`src/rtl/stack_arbiter.sv`:
```
// stack_arbiter: operand stack RAM plus stack pointer, shared by two 4-phase
// req/ack requesters (port 0 = operand path, port 1 = CALL/RET return path).
// Contending requests are resolved round-robin. Reports full/empty, sp and
// sticky overflow/underflow/req_err flags.
// Optional feature: define STACK_TOS_EN to add a registered top-of-stack output.
//
// state  | meaning
// -------+------------------------------------------------------------
// IDLE   | no transaction; sample requests, arbitrate, latch grant/op/data
// ACCESS | perform the latched push/pop on the RAM and sp, raise ack
// ACK    | hold ack/rdata until the granted request drops
module stack_arbiter #(
    parameter int DATA_W = 8,
    parameter int DEPTH  = 16,
    parameter int AW     = 4
) (
    input  logic              clk,
    input  logic              reset,
    input  logic              r0_push,
    input  logic              r0_pop,
    input  logic [DATA_W-1:0] r0_wdata,
    output logic              r0_ack,
    output logic [DATA_W-1:0] r0_rdata,
    input  logic              r1_push,
    input  logic              r1_pop,
    input  logic [DATA_W-1:0] r1_wdata,
    output logic              r1_ack,
    output logic [DATA_W-1:0] r1_rdata,
    input  logic              err_clr,
    output logic [AW:0]       sp,
    output logic              full,
    output logic              empty,
    output logic              overflow,
    output logic              underflow,
    output logic              req_err,
    output logic              busy
`ifdef STACK_TOS_EN
    ,
    output logic [DATA_W-1:0] tos
`endif
);

    typedef enum logic [1:0] {IDLE, ACCESS, ACK} state_t;

    state_t            state;
    logic              grant;
    logic              last_grant;
    logic              op_push;
    logic              op_pop;
    logic [DATA_W-1:0] wdata_q;
    logic [DATA_W-1:0] mem [DEPTH];
    logic              req0;
    logic              req1;
    logic              gnt_sel;
    logic              gnt_req;
    logic [AW-1:0]     top_idx;
    logic              do_write;
    logic [DATA_W-1:0] rd_val;
`ifdef STACK_TOS_EN
    logic [AW-1:0]     below_idx;
    assign below_idx = AW'(sp - 2'd2);
`endif

    assign req0     = r0_push | r0_pop;
    assign req1     = r1_push | r1_pop;
    // With both requesting, the port that did not win last time goes next.
    assign gnt_sel  = (req0 && req1) ? ~last_grant : req1;
    assign gnt_req  = grant ? req1 : req0;
    assign full     = (sp == (AW+1)'(DEPTH));
    assign empty    = (sp == '0);
    assign busy     = (state != IDLE);
    assign top_idx  = AW'(sp - 1'b1);
    assign do_write = (state == ACCESS) && op_push && !op_pop && !full;

    // Pop data: top entry for a legal pop, zero for every other case.
    always_comb begin
        rd_val = '0;
        if (op_pop && !op_push && !empty)
            rd_val = mem[top_idx];
    end

    // Stack storage; deliberately not reset.
    always_ff @(posedge clk) begin
        if (do_write)
            mem[sp[AW-1:0]] <= wdata_q;
    end

    // Arbitration/handshake FSM with stack pointer and sticky flags.
    always_ff @(posedge clk or posedge reset) begin
        if (reset) begin
            state      <= IDLE;
            grant      <= 1'b0;
            last_grant <= 1'b1;
            op_push    <= 1'b0;
            op_pop     <= 1'b0;
            wdata_q    <= '0;
            sp         <= '0;
            r0_ack     <= 1'b0;
            r1_ack     <= 1'b0;
            r0_rdata   <= '0;
            r1_rdata   <= '0;
            overflow   <= 1'b0;
            underflow  <= 1'b0;
            req_err    <= 1'b0;
`ifdef STACK_TOS_EN
            tos        <= '0;
`endif
        end else begin
            // Clear first so a flag set later in this cycle takes priority.
            if (err_clr) begin
                overflow  <= 1'b0;
                underflow <= 1'b0;
                req_err   <= 1'b0;
            end
            case (state)
                IDLE: begin
                    if (req0 || req1) begin
                        grant   <= gnt_sel;
                        op_push <= gnt_sel ? r1_push : r0_push;
                        op_pop  <= gnt_sel ? r1_pop : r0_pop;
                        wdata_q <= gnt_sel ? r1_wdata : r0_wdata;
                        state   <= ACCESS;
                    end
                end
                ACCESS: begin
                    if (op_push && op_pop) begin
                        req_err <= 1'b1;
                    end else if (op_push) begin
                        if (full) begin
                            overflow <= 1'b1;
                        end else begin
                            sp <= sp + 1'b1;
`ifdef STACK_TOS_EN
                            tos <= wdata_q;
`endif
                        end
                    end else if (op_pop) begin
                        if (empty) begin
                            underflow <= 1'b1;
                        end else begin
                            sp <= sp - 1'b1;
`ifdef STACK_TOS_EN
                            tos <= (sp == (AW+1)'(1)) ? '0 : mem[below_idx];
`endif
                        end
                    end
                    if (grant) begin
                        r1_rdata <= rd_val;
                        r1_ack   <= 1'b1;
                    end else begin
                        r0_rdata <= rd_val;
                        r0_ack   <= 1'b1;
                    end
                    state <= ACK;
                end
                ACK: begin
                    if (!gnt_req) begin
                        r0_ack     <= 1'b0;
                        r1_ack     <= 1'b0;
                        last_grant <= grant;
                        state      <= IDLE;
                    end
                end
                default: state <= IDLE;
            endcase
        end
    end

endmodule
```
`config.mk`:
```
export PLATFORM = sky130hd
export DESIGN_NAME = stack_arbiter
export DESIGN_NICKNAME = d
export VERILOG_FILES = /design/src/rtl/stack_arbiter.sv
export SDC_FILE = /design/constraint.sdc
export NUM_CORES = 1
export LEC_CHECK = 0
export CORE_MARGIN = 4
export CORE_UTILIZATION = 45
export CTS_CLUSTER_SIZE = 25
export DETAILED_ROUTE_END_ITERATION = 6
export DONT_BUFFER_PORTS = 1
export SLEW_MARGIN = 5
export SYNTH_ARGS = -nofsm -noshare
export SYNTH_HDL_FRONTEND = slang
export SYNTH_SLANG_ARGS = --single-unit
```
`constraint.sdc`:
```
create_clock -name clk -period 6.15 [get_ports clk]
set_input_delay 0.9225 -clock clk [delete_from_list [all_inputs] [get_ports clk]]
set_output_delay 0.9225 -clock clk [all_outputs]
set_load 0.01 [all_outputs]
```
======== After elaboration in Yosys (flattened, before gate mapping) ========
Memories as Yosys holds them, arrays and structs flattened.
Cells that the tools add are included.
storage, ports and cells
  flip-flop bits (word level) ............. 40
  RAM bits ................................ 128
  bits of input ports ..................... 23
  output and inout bits ................... 29
  word-level logic and storage cells ...... 91
  memories ................................ 1
operators by class
  $add $sub $neg .......................... 2
  eq/ne operators ......................... 9
  mux-type cells .......................... 34
  bitwise logic cells ..................... 6
  reduce and logical (&&, ||, !) cells .... 25
memory list
  name  depth  bits a word  rd ports  clocked after memory_dff  write ports  line  text
  mem   16     8            1         0                         1            51    logic [DATA_W-1:0] mem [DEPTH];
operator list
  kind                                                 number
  2-to-1 mux 1 bit                                     23
  2-to-1 mux 5 bit                                     4
  2-to-1 mux 8 bit                                     2
  != test 2 bit, second input constant                 5
  AND reduction 2 bit                                  5
  logical AND 1 bit                                    7
  case mux 2 bit (3 select lines)                      1
  AND reduction 3 bit                                  2
  nonzero test 2 bit                                   3
  adder 5 x 1 -> 5 bit, second input constant          1
  equality test 5 bit, second input constant           1
  zero test 5 bit                                      1
  AND reduction 5 bit                                  1
  subtractor 5 x 1 -> 5 bit, second input constant     1
  zero test 1 bit                                      4
  2-to-1 mux 2 bit                                     2
  inverter 1 bit                                       4
  case mux 1 bit (2 select lines)                      2
  equality test 2 x 1 -> 1 bit, second input constant  1
  equality test 2 bit, second input constant           1
  zero test 2 bit                                      1
  != test 2 x 1 -> 1 bit, second input constant        1
  OR 1 bit                                             2
  logical OR 1 bit                                     1

======== Depth between registers and ports, before layout ========
Gate-level depths: netlist of the first run.
  depth in word-level cells ............... 6
  depth in mapped cells ................... 12
  depth with buffers taken out ............ 7

======== Least setup slack after synthesis of the first run ========
Ideal clock, no wire load.
  path kind ............................... register to register
  start ................................... register sp[0]
  end ..................................... memory mem[1][0] (enable)
  setup time .............................. 0.383 ns
  arrival time ............................ 2.548 ns
  required time ........................... 5.767 ns
  slack ................................... 3.219 ns
  stages on the path, launching flop included .. 11
  buffers on the path ..................... 4
  clock period less this slack ............ 2.931 ns
  cell sequence ........................... dfrtp_1 > buf_6 > buf_6 > buf_6 > inv_2 > ha_1 > clkbuf_1 > and3_1 > nor3_2 > nand2_1 > nor3_1
between the ends
  cells in the longest elaborated chain, start to end .. 5
ends and longest elaborated chain
  element                                 line  text
  start: declaration                      30    output logic [AW:0] sp,
  start signal: assignment                132   sp <= sp + 1'b1;
  start signal: assignment                141   sp <= sp - 1'b1;
  equality test 5 bit                     69    assign full = (sp == (AW+1)'(DEPTH));
  named net full                          31    output logic full,
  zero test 1 bit                         73    assign do_write = (state == ACCESS) && op_push && !op_pop && !full;
  logical AND 1 bit                       73
  2-to-1 mux 1 bit                        84    if (do_write)
  2-to-1 mux 1 bit (implied by the code)  85    mem[sp[AW-1:0]] <= wdata_q;
  end: declaration                        51
The timed path passes the listed nets, and every way through them passes these cells.

======== Worst setup path after layout of the first run ========
  start ................................... register sp[1]
  end ..................................... memory mem[2][6] (enable)
Same word-level chain as after synthesis.

==> summary by stage, run 1 <==
Clock tree
The longest clock path from root to sink contains 2 buffers. The post-CTS repair timing setup buffer count is 0. The clock tree root driver cell is sky130_fd_sc_hd__clkbuf_16. The quantity of hold-fixing buffers added after cts is 0.

The number of buffers added by the clock tree synthesis step is 17. The tree built by TritonCTS fans out to 168 sinks. After clock tree synthesis, the clock-pin slew on the worst setup and hold paths is 0.06 ns.

The number of resized instances in the post-cts repair step is 0. The H-tree was split into 4 levels. The clock tree from TritonCTS is yes. The later-pin clock latency in the skew report is 0.42 ns.

Cells and area
The flip-flop and latch area is approximately 4800 um^2. The total number of nets in the final design is ~450. The library cell used most frequently in the layout, excluding fill and tap cells, is sky130_fd_sc_hd__edfxtp_1. Summing all multi-input logic gate instances after layout gives 1892 um^2. The library cells used most frequently in the layout, excluding fill and tap cells, are sky130_fd_sc_hd__edfxtp_1, sky130_fd_sc_hd__dfrtp_1, sky130_fd_sc_hd__nand2_1, sky130_fd_sc_hd__nor2_1, sky130_fd_sc_hd__mux4_2. The fraction of final layout cells sized beyond drive strength 1 is 17.16%. The antenna cell count is 0. The area growth from synthesis to layout is 11.54%. Fill cells in the final layout number 1220. Once layout is done, the placed cells without fillers occupy 7702 um^2.

Logic synthesis
Ranked by total cell area, the synthesized netlist is headed by sky130_fd_sc_hd__edfxtp_1, sky130_fd_sc_hd__dfrtp_1, sky130_fd_sc_hd__mux4_2. The share of Yosys cell area claimed by the top area cell type is 55.66%. The number of nets in the synthesized netlist is ~450.

The cell area that synthesis handed to floorplanning was 6905 um^2. The count of synthesis-stage warnings from yosys is 0. The average footprint of a synthesized cell is 16.56 um^2. Synthesis produced a netlist whose cell count is 417. The post-synthesis sequential area ratio is a little over two thirds. Synthesis inferred ~170 register bits. Of all cell types, the one taking the most synthesized area is sky130_fd_sc_hd__edfxtp_1. Yosys mapped the design onto 48 distinct sky130hd cell types.

STA
The final hold violation count is 0. The worst path uses 49.87% of the clock period. Setup repair after global routing left no endpoint under its margin. For this run, the top clock speed supported by timing is roughly 330 MHz. Setup violations remaining at the end of the flow were counted as 0. The number of pins exceeding their max-slew limit in the final report is 0. For the pin with the worst max-slew slack, the measured transition is about 1.2 ns. The final critical-path required period is 3.067 ns. The largest clock skew in the final design is ~0.011 ns. In this run the tightest slew margin relative to its limit is 20.63%. The aggregate negative setup slack is 0 ns.

Floorplan
The floorplan step set the die width to 131.9 um. The site row count is 45. The starting density of the core is ~46%.

The total area inside the core boundary comes to 15090 um^2. For this design the top-level I/O count stands at 52. The die is roughly 130 um tall. The floorplan step defined a die boundary enclosing 17390 um^2.

GRT
For met1 alone, demand over resource in global routing was 21.72%. For this run, global-route usage on met3 was measured as 4.962%. The total global routing overflow is 0.

The first-pass GRT wire length is 21220 um. The global-route layer with the greatest usage is met2. The initial antenna violation count is 0. In the global route stage, overall resource usage came out at between 10% and 20%. Entering global routing, the biggest net connects 41 pins. Global routing used 25.94% of the available met2 tracks.

The via count of the first global-routing pass was 3630.

Detailed routing
The number of nets still failing antenna checks after routing is 0. After detailed routing, the number of remaining DRC violations is 0. In the final routed layout, each cell accounts on average for around 21 um.

The final layout contains routed wiring with a total length of 13410 um. Detailed routing inserted a total of 3514 vias. The number of vias per cell is 5.622.

For this run, the detailed router's first-pass iteration total came to 4. After the first detailed-routing iteration, the DRC count stood at 260.

Placement
The post-place instance area is 7083 um^2. Detailed placement ended at an HPWL of 8978 um. Routability-driven placement finished with a final weighted congestion of 0.7639. The count of buffers inserted at the top-level ports is 0.

Setup path
The terminus of the critical flop-to-flop path is mem[2][6]. In this run the critical register-to-register path is launched from sp[1]. The nature of the critical path startpoint is a flip-flop. The signal arrival time at the worst endpoint is 3.10 ns. Of all nets on the critical path, the largest fanout is 10.

The slack of the worst reg-to-reg path is between 3 and 4 ns. The endpoint kind of the worst setup timing path is a flip-flop. The number of cells on the worst reg-to-reg path is 6.

By startpoint and endpoint, the worst setup path is classified as flip-flop to flip-flop. STA puts the critical path data required time at slightly above 6 ns.

Pwr
Dividing total power by cell area gives a power density of 528.0 nW/um^2. The internal power of the cells totals 2.671 mW. The share of total power consumed by net switching is approximately 34%.

Summed over all cells, the static leakage comes to 2.716 nW. The sequential group share of total power is 43.3%. Across the VDD grid, the largest voltage drop is 289.8 uV. The clock network accounts for 27.0% of the total power. The combinational power share is 29.7%. The switching power is around 1.4 mW.

Min path
In this run the worst hold path is classified as input port to async pin.

Run status
The flow ran to the end, and the final reports show no timing, DRC or antenna violations.

Run
The max-capacitance violation count is 0.
cells by family after synthesis:
group / count (synthesis) / synth area share (%)
DFF: 168 / 70.18
and+or+nand+nor: 97 / 6.487
AOI/OAI and AO/OA: 62 / 6.831
muxes: 41 / 12.23
buffers and inverters: 37 / 2.428
xor gates and xnor gates: 6 / 0.7611
adders and majority gates: 6 / 1.087
layer usage:
layer  up-vias  wire, um
met1      1787      5969
met4         0       255
met2        91      6603
li1       1619         -
met3        17       578
met5         -         0
power by group through the flow:
stage | Clock [mW] | Combinational [mW] | Sequential [mW]
finish | 1.10 | 1.21 | 1.76
global placement | 0 | 1.21 | 1.78
detailed placement | 0 | 1.23 | 1.79
global route | 1.18 | 1.32 | 1.79
CTS | 1.11 | 1.23 | 1.77
floorplan | 0 | 0.987 | 1.66
metrics by stage:
stage / hold slack, ns / util, % / setup WS, ns / power [mW] / instances
6_report: 0.5040 / 51.04 / 3.083 / 4.067 / 625
5_1_grt: 0.5373 / 51.04 / 2.866 / 4.288 / 625
4_1_cts: 0.5192 / 51.04 / 2.985 / 4.108 / 625
3_5_place_dp: 0.5389 / 46.94 / 2.983 / 3.014 / 593
3_3_place_gp: 0.5122 / 46.94 / 3.138 / 2.989 / 593
2_1_floorplan: 0.4953 / - / 3.219 / 2.644 / 417
cell type report:
type | instances | share of cell area [%]
clock buffer | 18 | 5.702
clock inverter | 14 | 2.339
inverter | 21 | 1.023
multi-input combinational | 212 | 24.56
sequential | 168 | 62.93
tap | 188 | 3.054
timing repair buffer | 4 | 0.3899
registers in the layout, summed over array words and instances, names as in the netlist, 2 cells and up:
name,count
wdata_q,8
mem,128
sp,5
r1_rdata,8
state,2
r0_rdata,8
worst max path at each step:
stage / start / end / slack (ns) / cells past startpoint
final: sp[1] / mem[2][6] / 3.08 / 6
after global routing: sp[1] / mem[2][3] / 2.87 / 6
after CTS: sp[1] / mem[2][5] / 2.98 / 6
after detailed placement: sp[1] / mem[2][5] / 2.98 / 6
after global placement: sp[1] / mem[2][1] / 3.14 / 6
after floorplan: sp[0] / mem[1][0] / 3.22 / 10
cells in the mapped netlist (all sizes together):
library cell,instances
xnor2,3
nand2b,4
a311o,1
nand3b,1
nand3,3
clkbuf,8
nor2b,8
nand4,3
nor3,6
edfxtp,128
xor2,3
nor3b,1
nor2,29
mux2i,9
or2,1
a31oi,3
a22o,3
o21ai,22
dfrtp,39
buf,8
a21oi,12
mux4,32
nand2,37
a221oi,6
a211o,1
o22ai,6
or3,1
o31ai,1
inv,18
a21o,1
a21boi,2
nor4b,1
nor4,1
dfstp,1
a32oi,1
o2bb2ai,1
and3,1
a2111oi,2
ha,6
clkinv,3
critical path: stages (launching register included):
cell,delay [ns]
sky130_fd_sc_hd__dfrtp_1,0.56
sky130_fd_sc_hd__inv_1,0.14
sky130_fd_sc_hd__ha_1,0.31
sky130_fd_sc_hd__and3_1,0.26
sky130_fd_sc_hd__nor3_2,0.28
sky130_fd_sc_hd__nand2_1,0.20
sky130_fd_sc_hd__nor3_1,0.93
(Power assumes the default switching activity.)
==> inputs of run 2 (changes only) <==
==> constraint.sdc (replaced) <==
create_clock -name clk -period 2.47 [get_ports clk]
set_input_delay 0.3705 -clock clk [delete_from_list [all_inputs] [get_ports clk]]
set_output_delay 0.3705 -clock clk [all_outputs]
set_load 0.01 [all_outputs]
==> run 2 against run 1 <==
Net effect:
- clock power rose to 2.7 times the previous value
- critical endpoint is now r0_rdata[4]
- final cell count up 1.8%
- cell area up 3.5%
==> summary by stage, run 2 (synthesis gave the netlist of run 1 again) <==
Run status
The run finished with clean final reports.

Clock tree
In this run the clock root is driven by a sky130_fd_sc_hd__clkbuf_16. Buffers added to address setup during post-CTS repair amount to 0. The quantity of hold-fixing buffers added after cts is 0. The maximum buffer depth of the clock tree is 2. The CTS clock-pin slew for the worst setup and hold paths is 0.06 ns. The number of resized instances in the post-cts repair step is 0.

The number of H-tree branching levels is 4. The clock net in this run drives a total of about 170 sinks. The clock reaches the later pin of the worst-skew pair after 0.42 ns. TritonCTS built the clock tree.

Clock tree synthesis inserted a total of 17 buffers.

STA
The worst pin sits at a relative slew slack of 35.21%. Hold is met by 0.03850 ns. The largest clock skew in the final design is between 0.01 and 0.015 ns. The highest attainable clock frequency is 428.0 MHz. The final hold violation count is 0. In the final timing run, aggregate negative setup slack is 0 ns.

The share of the clock period used by the worst path is 94.60%. For the pin with the worst max-slew slack, the measured transition is 0.9653 ns. The number of pins exceeding their max-slew limit in the final report came to 0. After layout, the minimum clock period comes to 2.337 ns. Setup repair after global routing left no endpoint under its margin. The number of endpoints failing setup at the final stage is 0.

GRT
The maximum number of pins on one net before global-route repair is 40. In the global route stage, overall resource usage came out at between 15 and 20%. The via count of the first global-routing pass was roughly 3700.

The initial antenna violation count is 0. Global routing finished with a remaining overflow of 0. The first-pass GRT wire length is 22070 um.

Pwr
The cell leakage power is 2.814 nW. For this design the ratio of total power to cell area is around 1300 nW/um^2. VDD sags by at most between 1000 and 1500 uV.

Detailed routing
The final routed wire length divided by cell count is 22.09 um. The violation count after the first detailed-route iteration is 226. The number of nets still failing antenna checks after routing is 0. The number of remaining DRC errors is 0. Summed over all layers, the routed wires come to 14050 um.

Dividing the detail-routed via count by the number of cells gives roughly 5.7. The first-pass iteration count of the detailed router is 4. The number of vias in the routed layout is around 3600.

Setup path
The critical path starts at sp[0]. The worst setup path is captured at a flip-flop. The buffer and inverter count on the worst path is 1. The nature of the critical path startpoint is a flip-flop. The worst setup path is of the flip-flop to flip-flop kind. For the worst setup path, the data arrival time is 2.63 ns. The launch point of the worst reg-to-reg path is sp[0].

The slowest stage of the critical path is the sky130_fd_sc_hd__dfrtp_2 cell. At the worst endpoint, the required time is between 2 and 3 ns. The signal on the critical path passes through buf_12, or3_4, a32oi_2, o22ai_1, a221oi_2, o21ai_1.

The maximum single-stage delay on the critical path is approximately 0.43 ns. On the critical path the largest part of the delay comes from compound AO/OA/AOI/OAI gates. The maximum fanout count along the critical path is 39.

Run
The max-capacitance violation count is 0.

Cells and area
For this run, the post-layout net count is approximately 460. Fill cells in the final layout number 1191. The library cell used most frequently in the layout, excluding fill and tap cells, is sky130_fd_sc_hd__edfxtp_1. The number of flip-flops under the largest register name is 128. From synthesis to final layout, the design area changed by 15.46%.

The utilization of the core after routing is between 50% and 60%. The fraction of final layout cells sized beyond drive strength 1 is a little under a quarter. In the layout the commonest cells are sky130_fd_sc_hd__edfxtp_1, sky130_fd_sc_hd__dfrtp_1, sky130_fd_sc_hd__nand2_1, sky130_fd_sc_hd__mux4_2, sky130_fd_sc_hd__o21ai_1. The antenna cell count is 0.

Placement
Routability-driven placement finished with a final weighted congestion of roughly 0.78. The count of buffers inserted at the top-level ports is 0. The HPWL after detailed placement is 9452 um.

Floorplan
For this configuration, the core starts out at a cell density of 45.76%. The die covers 17390 um^2. The placeable core area is 15090 um^2. For this design the top-level I/O count stands at 52. The site row count is 45. The die extent in y is approximately 130 um.

The floorplan step set the die width to approximately 130 um.

Min path
The worst hold path class is input port to async pin.
==> run 2: worst register-to-register path: stages (launching register included) <==
cell and delay, ns:
sky130_fd_sc_hd__dfrtp_2 0.43, sky130_fd_sc_hd__buf_12 0.21, sky130_fd_sc_hd__or3_4 0.44, sky130_fd_sc_hd__a32oi_2 0.42, sky130_fd_sc_hd__o22ai_1 0.24, sky130_fd_sc_hd__a221oi_2 0.35, sky130_fd_sc_hd__o21ai_1 0.13
==> run 2: final timing paths <==
path,endpoint,slack [ns],depth (start not counted)
worst max-delay path,r0_rdata[4],0.13,6
worst min-delay path,r0_rdata[3],0.04,1
worst max register to register,r0_rdata[4],0.13,6
worst min register to register,last_grant,0.54,2
max in group asynchronous,wdata_q[5],1.74,2
min in group clk,op_pop,0.11,2
==> run 2: area by class of cell <==
type	instances	area, um^2	share of cell area, %
multi-input cells	212	2004	25.14
well taps	188	235.2	2.950
repair buffers	15	137.6	1.726
flip-flops and latches	168	4847	60.80
clock inverters	12	222.7	2.793
inverters	21	78.83	0.9887
clock buffers	20	446.7	5.603
==> run 2: layer usage <==
metal / up-vias / routed length [um] / part of all wire [%] / global-route usage, %
met1: 1876 / 6303 / 45 / 22.41
met4: 0 / 106 / 0.75 / 4.026
met5: - / 0 / 0 / 0
met2: 65 / 7145 / 51 / 27.79
li1: 1649 / - / - / -
met3: 6 / 491 / 3.5 / 4.733
==> run 2: stage by stage <==
stage | instances | cell area [um^2] | power [mW] | setup WS (ns)
after detailed placement | 604 | 7303 | 7.868 | 0.08505
after floorplan | 417 | 7048 | 6.808 | -0.01609
after CTS | 636 | 7973 | 10.83 | 0.07798
after global routing | 636 | 7973 | 11.24 | 0.02829
after global placement | 604 | 7303 | 7.784 | 0.1219
final | 636 | 7973 | 10.71 | 0.1334
==> run 2: where the power goes <==
| part | internal (mW) | leakage, nW | total [mW] | switching (mW) |
|---|---|---|---|---|
| sequential | 3.68 | 1.64 | 4.28 | 0.606 |
| combinational | 1.45 | 0.852 | 3.45 | 2.00 |
| clock | 1.92 | 0.320 | 2.97 | 1.05 |
| total | 7.05 | 2.81 | 10.7 | 3.66 |
